**config.mk**
```make
export PLATFORM = sky130hd
export DESIGN_NAME = voice_allocator
export DESIGN_NICKNAME = d
export VERILOG_FILES = /design/src/rtl/voice_alloc_pkg.sv /design/src/rtl/oldest_voice_picker.sv /design/src/rtl/voice_allocator.sv
export SDC_FILE = /design/constraint.sdc
export NUM_CORES = 1
export LEC_CHECK = 0
export ABC_CLOCK_PERIOD_IN_PS = 7330
export CORE_MARGIN = 2
export CORE_UTILIZATION = 30
export DETAILED_ROUTE_END_ITERATION = 8
export PLACE_DENSITY = 0.48
export SLEW_MARGIN = 20
export SYNTH_ARGS = -nofsm -noshare
export SYNTH_HDL_FRONTEND = slang
export SYNTH_SLANG_ARGS = --single-unit
```
**constraint.sdc**
```tcl
create_clock -name clk -period 7.33 [get_ports clk]
set_input_delay 1.0995 -clock clk [delete_from_list [all_inputs] [get_ports clk]]
set_output_delay 1.0995 -clock clk [all_outputs]
set_load 0.05 [all_outputs]
```
**src/rtl/voice_alloc_pkg.sv**
```systemverilog
`default_nettype none
// +----------------------------------------------------------------------------+
// | Module      : voice_alloc_pkg                                              |
// | Description : Shared types for the voice allocator. Holds the per-voice    |
// |               state enum, the event FSM enum and the default note width.   |
// | Revision    : 1.0  initial release                                         |
// +----------------------------------------------------------------------------+
package voice_alloc_pkg;

    localparam int DEFAULT_NOTE_W = 7;

    typedef enum logic [2:0] {
        V_FREE      = 3'd0,
        V_ARMED     = 3'd1,
        V_HELD      = 3'd2,
        V_RELEASING = 3'd3,
        V_SUSTAINED = 3'd4
    } voice_state_e;

    typedef enum logic [1:0] {
        EV_IDLE       = 2'd0,
        EV_ALLOC      = 2'd1,
        EV_OFF_WAIT   = 2'd2,
        EV_STEAL_WAIT = 2'd3
    } ev_state_e;

endpackage
`default_nettype wire

```
**src/rtl/oldest_voice_picker.sv**
```systemverilog
`default_nettype none
// +----------------------------------------------------------------------------+
// | Module      : oldest_voice_picker                                          |
// | Description : Combinational search for the oldest candidate voice.         |
// |               Ties resolve to the lowest index.                            |
// | Ports       : cand_mask    - voices eligible for selection                 |
// |               ages         - packed per-voice ages, voice i at [i*AGE_W+:] |
// |               oldest_idx   - index of the oldest candidate                 |
// |               oldest_valid - at least one candidate exists                 |
// | Revision    : 1.0  initial release                                         |
// +----------------------------------------------------------------------------+
module oldest_voice_picker #(
    parameter int NUM_VOICES = 4,
    parameter int AGE_W      = 4,
    parameter int IDX_W      = 2
) (
    input  logic [NUM_VOICES-1:0]       cand_mask,
    input  logic [NUM_VOICES*AGE_W-1:0] ages,
    output logic [IDX_W-1:0]            oldest_idx,
    output logic                        oldest_valid
);

    logic [AGE_W-1:0] w_best_age;

    // Strict greater-than while scanning upward keeps the lowest index on ties.
    always_comb begin
        oldest_idx   = '0;
        oldest_valid = 1'b0;
        w_best_age   = '0;
        for (int i = 0; i < NUM_VOICES; i++) begin
            if (cand_mask[i] && (!oldest_valid || (ages[i*AGE_W +: AGE_W] > w_best_age))) begin
                oldest_idx   = IDX_W'(i);
                oldest_valid = 1'b1;
                w_best_age   = ages[i*AGE_W +: AGE_W];
            end
        end
    end

endmodule
`default_nettype wire

```
**src/rtl/voice_allocator.sv**
```systemverilog
`default_nettype none
// +----------------------------------------------------------------------------+
// | Module      : voice_allocator                                              |
// | Description : Note-event front end for NUM_VOICES envelope generators.     |
// |               Allocates note-ons to free voices, steals the oldest held    |
// |               voice when full, routes note-offs and publishes notes.       |
// | Ports       : ev_valid/ev_ready/ev_on/ev_note - event handshake            |
// |               voice_note_on/voice_note_off    - one-cycle pulses per voice |
// |               voice_busy/voice_done           - envelope returns           |
// |               voice_note                      - packed note per voice      |
// |               voice_held                      - voice in HELD state        |
// |               sustain_pedal (SUSTAIN_PEDAL_EN only)                        |
// | Options     : define SUSTAIN_PEDAL_EN for sustain pedal support            |
// | Revision    : 1.0  initial release                                         |
// +----------------------------------------------------------------------------+
module voice_allocator
    import voice_alloc_pkg::*;
#(
    parameter int NUM_VOICES = 4,
    parameter int NOTE_W     = DEFAULT_NOTE_W,
    parameter int AGE_W      = 4
) (
    input  logic                         clk,
    input  logic                         rst,
    input  logic                         ev_valid,
    output logic                         ev_ready,
    input  logic                         ev_on,
    input  logic [NOTE_W-1:0]            ev_note,
    output logic [NUM_VOICES-1:0]        voice_note_on,
    output logic [NUM_VOICES-1:0]        voice_note_off,
    input  logic [NUM_VOICES-1:0]        voice_busy,
    input  logic [NUM_VOICES-1:0]        voice_done,
    output logic [NUM_VOICES*NOTE_W-1:0] voice_note,
    output logic [NUM_VOICES-1:0]        voice_held
`ifdef SUSTAIN_PEDAL_EN
    ,
    input  logic                         sustain_pedal
`endif
);

    localparam int               c_IDX_W   = (NUM_VOICES > 1) ? $clog2(NUM_VOICES) : 1;
    localparam logic [AGE_W-1:0] c_AGE_MAX = '1;

    // ---------------------------------------------------------------- state
    ev_state_e             ev_state_q, ev_state_d;
    voice_state_e          vstate_q [NUM_VOICES];
    voice_state_e          vstate_d [NUM_VOICES];
    logic [AGE_W-1:0]      age_q    [NUM_VOICES];
    logic [AGE_W-1:0]      age_d    [NUM_VOICES];
    logic [NOTE_W-1:0]     note_q   [NUM_VOICES];
    logic [NOTE_W-1:0]     note_d   [NUM_VOICES];
    logic [NUM_VOICES-1:0] note_on_q, note_on_d;
    logic [NUM_VOICES-1:0] note_off_q, note_off_d;
    logic [NOTE_W-1:0]     pend_note_q, pend_note_d;
    logic [c_IDX_W-1:0]    tgt_q, tgt_d;
    logic                  tgt_valid_q, tgt_valid_d;

    // ---------------------------------------------------------------- wires
    logic [NUM_VOICES-1:0]       w_free_m, w_held_m, w_rel_m, w_sus_m, w_match_m, w_done_m;
    logic [NUM_VOICES*AGE_W-1:0] w_ages_flat;
    logic [c_IDX_W-1:0]          w_pick_idx;
    logic                        w_pick_valid;
    logic                        w_alloc_en, w_off_en, w_off_sus;
    logic [c_IDX_W-1:0]          w_alloc_idx, w_off_idx;
    logic [NOTE_W-1:0]           w_alloc_note;
    logic                        w_pedal, w_flush_act;

    function automatic logic [c_IDX_W-1:0] lowest_idx(input logic [NUM_VOICES-1:0] m);
        lowest_idx = '0;
        for (int i = NUM_VOICES - 1; i >= 0; i--) begin
            if (m[i]) lowest_idx = c_IDX_W'(i);
        end
    endfunction

    // ---------------------------------------------------------- sustain pedal
`ifdef SUSTAIN_PEDAL_EN
    logic                  pedal_q;
    logic                  flush_q, flush_d;
    logic [NUM_VOICES-1:0] w_flush_off_m;

    assign w_pedal     = sustain_pedal;
    // Falling edge starts the flush; flush_q keeps it going one voice per cycle.
    assign w_flush_act = (pedal_q & ~sustain_pedal) | flush_q;
    assign flush_d     = w_flush_act & (|(w_sus_m & ~w_flush_off_m));

    always_ff @(posedge clk or posedge rst) begin
        if (rst) begin
            pedal_q <= 1'b0;
            flush_q <= 1'b0;
        end else begin
            pedal_q <= sustain_pedal;
            flush_q <= flush_d;
        end
    end
`else
    assign w_pedal     = 1'b0;
    assign w_flush_act = 1'b0;
`endif

    // ---------------------------------------------------------- voice masks
    always_comb begin
        w_free_m    = '0;
        w_held_m    = '0;
        w_rel_m     = '0;
        w_sus_m     = '0;
        w_match_m   = '0;
        w_ages_flat = '0;
        for (int i = 0; i < NUM_VOICES; i++) begin
            // A FREE voice whose envelope still runs (e.g. after reset) is not usable.
            w_free_m[i]  = (vstate_q[i] == V_FREE) && !voice_busy[i];
            w_held_m[i]  = (vstate_q[i] == V_HELD);
            w_rel_m[i]   = (vstate_q[i] == V_RELEASING);
            w_sus_m[i]   = (vstate_q[i] == V_SUSTAINED);
            w_match_m[i] = ((vstate_q[i] == V_ARMED) || (vstate_q[i] == V_HELD))
                           && (note_q[i] == ev_note);
            w_ages_flat[i*AGE_W +: AGE_W] = age_q[i];
        end
    end

    oldest_voice_picker #(
        .NUM_VOICES (NUM_VOICES),
        .AGE_W      (AGE_W),
        .IDX_W      (c_IDX_W)
    ) u_picker (
        .cand_mask    (w_held_m | w_sus_m),
        .ages         (w_ages_flat),
        .oldest_idx   (w_pick_idx),
        .oldest_valid (w_pick_valid)
    );

    assign ev_ready = (ev_state_q == EV_IDLE) && !w_flush_act;

    // ------------------------------------------------------- next state
    always_comb begin
        ev_state_d   = ev_state_q;
        vstate_d     = vstate_q;
        age_d        = age_q;
        note_d       = note_q;
        note_on_d    = '0;
        note_off_d   = '0;
        pend_note_d  = pend_note_q;
        tgt_d        = tgt_q;
        tgt_valid_d  = tgt_valid_q;
        w_alloc_en   = 1'b0;
        w_alloc_idx  = '0;
        w_alloc_note = pend_note_q;
        w_off_en     = 1'b0;
        w_off_idx    = '0;
        w_off_sus    = 1'b0;
`ifdef SUSTAIN_PEDAL_EN
        w_flush_off_m = '0;
`endif
        // In a targeted steal only the victim's done may complete the wait.
        w_done_m = voice_done & w_rel_m &
                   (tgt_valid_q ? (NUM_VOICES'(1) << tgt_q) : {NUM_VOICES{1'b1}});

        // Autonomous per-voice progress; event actions below take priority.
        for (int i = 0; i < NUM_VOICES; i++) begin
            if ((vstate_q[i] == V_ARMED) && voice_busy[i]) begin
                vstate_d[i] = V_HELD;
            end else if ((vstate_q[i] == V_RELEASING) && voice_done[i]) begin
                vstate_d[i] = V_FREE;
            end
        end

        case (ev_state_q)
            EV_IDLE: begin
                if (ev_valid && ev_ready) begin
                    ev_state_d = EV_ALLOC;
                    if (ev_on) begin
                        if (|w_match_m) begin
                            // duplicate note: dropped
                        end else if (|w_free_m) begin
                            w_alloc_en   = 1'b1;
                            w_alloc_idx  = lowest_idx(w_free_m);
                            w_alloc_note = ev_note;
                        end else begin
                            pend_note_d = ev_note;
                            tgt_valid_d = w_pick_valid;
                            tgt_d       = w_pick_idx;
                            ev_state_d  = EV_STEAL_WAIT;
                            if (w_pick_valid) begin
                                w_off_en  = 1'b1;
                                w_off_idx = w_pick_idx;
                            end
                        end
                    end else if (|w_match_m) begin
                        if (w_held_m[lowest_idx(w_match_m)]) begin
                            w_off_en  = 1'b1;
                            w_off_idx = lowest_idx(w_match_m);
                            w_off_sus = w_pedal;
                        end else begin
                            // Generator not yet out of IDLE: defer until busy.
                            tgt_d      = lowest_idx(w_match_m);
                            ev_state_d = EV_OFF_WAIT;
                        end
                    end
                end else if (w_flush_act && (|w_sus_m)) begin
                    w_off_en  = 1'b1;
                    w_off_idx = lowest_idx(w_sus_m);
`ifdef SUSTAIN_PEDAL_EN
                    w_flush_off_m = NUM_VOICES'(1) << lowest_idx(w_sus_m);
`endif
                end
            end
            EV_ALLOC: begin
                ev_state_d = EV_IDLE;
            end
            EV_OFF_WAIT: begin
                if (voice_busy[tgt_q]) begin
                    w_off_en   = 1'b1;
                    w_off_idx  = tgt_q;
                    w_off_sus  = w_pedal;
                    ev_state_d = EV_ALLOC;
                end
            end
            EV_STEAL_WAIT: begin
                if (|w_done_m) begin
                    w_alloc_en   = 1'b1;
                    w_alloc_idx  = lowest_idx(w_done_m);
                    w_alloc_note = pend_note_q;
                    ev_state_d   = EV_ALLOC;
                end
            end
            default: begin
                ev_state_d = EV_IDLE;
            end
        endcase

        if (w_off_en) begin
            if (w_off_sus) begin
                vstate_d[w_off_idx] = V_SUSTAINED;
            end else begin
                vstate_d[w_off_idx]   = V_RELEASING;
                note_off_d[w_off_idx] = 1'b1;
            end
        end

        if (w_alloc_en) begin
            vstate_d[w_alloc_idx]  = V_ARMED;
            note_d[w_alloc_idx]    = w_alloc_note;
            note_on_d[w_alloc_idx] = 1'b1;
            for (int i = 0; i < NUM_VOICES; i++) begin
                if (i == int'(w_alloc_idx)) begin
                    age_d[i] = '0;
                end else if ((vstate_q[i] != V_FREE) && (age_q[i] != c_AGE_MAX)) begin
                    age_d[i] = age_q[i] + AGE_W'(1);
                end
            end
        end
    end

    // ---------------------------------------------------------- registers
    always_ff @(posedge clk or posedge rst) begin
        if (rst) begin
            ev_state_q  <= EV_IDLE;
            note_on_q   <= '0;
            note_off_q  <= '0;
            pend_note_q <= '0;
            tgt_q       <= '0;
            tgt_valid_q <= 1'b0;
            for (int i = 0; i < NUM_VOICES; i++) begin
                vstate_q[i] <= V_FREE;
                age_q[i]    <= '0;
                note_q[i]   <= '0;
            end
        end else begin
            ev_state_q  <= ev_state_d;
            note_on_q   <= note_on_d;
            note_off_q  <= note_off_d;
            pend_note_q <= pend_note_d;
            tgt_q       <= tgt_d;
            tgt_valid_q <= tgt_valid_d;
            vstate_q    <= vstate_d;
            age_q       <= age_d;
            note_q      <= note_d;
        end
    end

    // ------------------------------------------------------------ outputs
    assign voice_note_on  = note_on_q;
    assign voice_note_off = note_off_q;

    always_comb begin
        voice_note = '0;
        voice_held = '0;
        for (int i = 0; i < NUM_VOICES; i++) begin
            voice_note[i*NOTE_W +: NOTE_W] = note_q[i];
            voice_held[i]                  = (vstate_q[i] == V_HELD);
        end
    end

endmodule
`default_nettype wire
```
==> reports/results.txt <==
DP Cell Count: 780
Sequential fraction of the synthesis area: 0.388
Via count: 4090
Clock buffer depth: 2
Post-Route WL: 14100 um
IO buf count: 59
Antenna cells: 0
Final Net Count: 614
Highest-count cells in the layout ignoring fill and taps: 76 x dfrtp_1, 60 x nor2_1, 59 x clkdlybuf4s50_1
Setup TNS: 0 ns
Leakage: 0.00251 uW
Core ar.: 15900 um^2
Slowest cell delay on critical path: 0.49 ns
Sink Count: 76
Hold Path Class: flip-flop to flip-flop
P&R area growth vs syn: 20.7%
Vias in the first global route: 4113
RSZ-0062 raised after global routing: false
Sw Ratio: 0.478
CP max-delay cell: dfrtp_1
Hold Buf Count CTS: 0
CP startpoint kind: flip-flop
TritonCTS clock tree: yes
GRT overflow: 0
Number of synthesized flops with an enable pin: 0
Pwr/cell area: 446 nW/um^2
First-pass GRT wire length: 22600 um
Final setup vio count: 0
Rows: 46
Highest clock rate: 172 MHz
Internal: 1370 uW
Root buf cell: clkbuf_16
Final slew viol count: 0
Clock-pin slew on the worst setup and hold paths: 0.06 ns
Yosys warns: 0
Max-cap violations: 0
Die area: 17400 um^2
Power share of the combinational group: 0.545
Synthesized area: 4900 um^2
Wire per inst: 17.7 um
Number of fill cells: 1618
H-tree levels: 3
Die X: 132 um
Arr. time, crit path: 6.05 ns
Final hold violation count: 0
Net Count, Synth: 572
Commonest non-fill, non-tap cell in the layout: dfrtp_1
Post-CTS Setup Bufs: 0
CP max FO: 10
Drt first pass iters: 5
Hpwl dp: 10700 um
Power after layout: 2630 uW
Non-Filler Instances: 796
Hold slack: 0.507 ns
DR iter-0 viols: 168
Status: complete, no violations
Vias per cell: 5.14
Seq cells post-synth: 76
Number of gates resized after cts: 0
Min cycle time layout: 5.80 ns
Reg power frac: 0.280
Initial antenna violation count: 0
I/O pins: 60
Starting density of the core: 0.307
Chip height: 132 um
DR DRC count: 0
Distinct cells, synth: 61
Crit. End Element: flip-flop
Clk_skew: 0.00836 ns
Switch Pwr: 1260 uW
Total track usage: 0.168
Share of layout cells above drive strength 1: 0.0931
Final ANT Viol Nets: 0
Clock Power Share: 0.175
Syn avg cell area: 9.19 um^2
Routability Congestion: 0.893
Relative slew slack: 0.310
Post-synth top flop: dfrtp_1
Mapped Cells: 533
Largest net degree at the start of global routing: 77
Period utilization: 0.792
Worst skew pair latency: 0.35 ns
Worst vdd ir: 0.286 mV
Num CTS Buffers: 9
Slew @ Worst Pin: 1.03 ns
CP required: 7.58 ns
Setup CP Type: flip-flop to flip-flop
Share of flip-flops with an asynchronous set or reset: 1.00
routing by layer:
layer,global-route usage,vias to the layer above,part of all wire
li1,-,1983,-
met4,0.0399,0,0.015
met2,0.287,103,0.49
met1,0.216,1990,0.46
met3,0.0377,14,0.042
met5,0,-,0
cells in the mapped netlist (3+ instances only):
cell      count  area share
ha_1         20       0.051
nand4b_1      3      0.0054
buf_2        15       0.015
a22o_1        5      0.0089
a32oi_1       3      0.0054
o21ai_0      24       0.025
nor2_1       60       0.046
nand3_1      13       0.013
o21ai_1      12       0.012
dfrtp_1      76        0.39
nor3_2        3      0.0061
nand4_1       7      0.0089
nor2b_1       6      0.0077
a31oi_1      11       0.014
xor2_1       29       0.052
nor4_1        7      0.0089
mux2_2       15       0.034
xnor2_1      11       0.020
and2_1        6      0.0077
nor3b_1       8       0.012
o22ai_1       3      0.0038
buf_6         7       0.016
nand2_1      32       0.025
o211ai_1      3      0.0046
o21a_1        6      0.0092
o31ai_1       3      0.0046
inv_1        26       0.020
a21oi_1      34       0.035
and3_1        9       0.011
a22oi_1       3      0.0046
clkbuf_1      9      0.0069
mux2i_1      10       0.020
nor3_1       16       0.016
cell families after synthesis:
logic type                 count (synthesis)  share of synthesized area
DFF                                       76                      0.388
muxes                                     26                     0.0595
adders and majority gates                 20                     0.0511
buffers and inverters                     59                     0.0598
AOI/OAI and AO/OA                        123                      0.159
xor gates and xnor gates                  41                     0.0749
and+or+nand+nor                          188                      0.207
power groups by stage:
stage / Combinational (uW) / Sequential, uW / Clock, uW
CTS: 1440 / 737 / 470
finish: 1430 / 738 / 461
floorplan: 821 / 935 / 0
global route: 1580 / 765 / 488
global placement: 1420 / 742 / 0
detailed placement: 1430 / 744 / 0
final timing paths:
kind / from / to / cells after the start / slack [ns]
max: vstate_q[11] / vstate_q[10] / 25 / 1.53
min: pend_note_q[6] / pend_note_q[6] / 1 / 0.51
max reg2reg: vstate_q[11] / vstate_q[10] / 25 / 1.53
min reg2reg: pend_note_q[6] / pend_note_q[6] / 1 / 0.51
max in group asynchronous: rst / age_q[13] / 3 / 5.55
min in group asynchronous: rst / voice_note[23] / 3 / 1.26
flip-flops by register name (all words and copies together) (netlist names):
| register | cells |
|---|---|
| voice_note | 28 |
| age_q | 16 |
| vstate_q | 12 |
| pend_note_q | 7 |
| voice_note_off | 4 |
| voice_note_on | 4 |
| ev_state_q | 2 |
| tgt_q | 2 |
| tgt_valid_q | 1 |
cell type report:
cell class / instances / area, um^2 / share of cell area
well taps: 216 / 270 / 0.0457
inverters: 28 / 106 / 0.0180
repair buffers: 62 / 617 / 0.104
clock inverters: 4 / 47.5 / 0.00804
flip-flops and latches: 76 / 1900 / 0.322
multi-input cells: 398 / 2710 / 0.459
clock buffers: 12 / 256 / 0.0434
per-stage QoR:
| step | setup WS (ns) | area, um^2 | util |
|---|---|---|---|
| 6_report | 1.53 | 5910 | 0.371 |
| 5_1_grt | 0.930 | 5910 | 0.371 |
| 4_1_cts | 1.58 | 5910 | 0.371 |
| 3_5_place_dp | 1.60 | 5600 | 0.351 |
| 3_3_place_gp | 1.76 | 5600 | 0.351 |
| 2_1_floorplan | 2.18 | 4900 | - |
critical path: cells and delay by family (launching register included):
family	cells	cell delay, ns
adder cells (fa/ha/maj)	3	0.85
AO/OA/AOI/OAI	13	2.78
AND/OR/NAND/NOR	7	0.99
multiplexers	1	0.39
flip-flops	1	0.49
XOR/XNOR	1	0.20
Power figures use the tool's default switching activity.
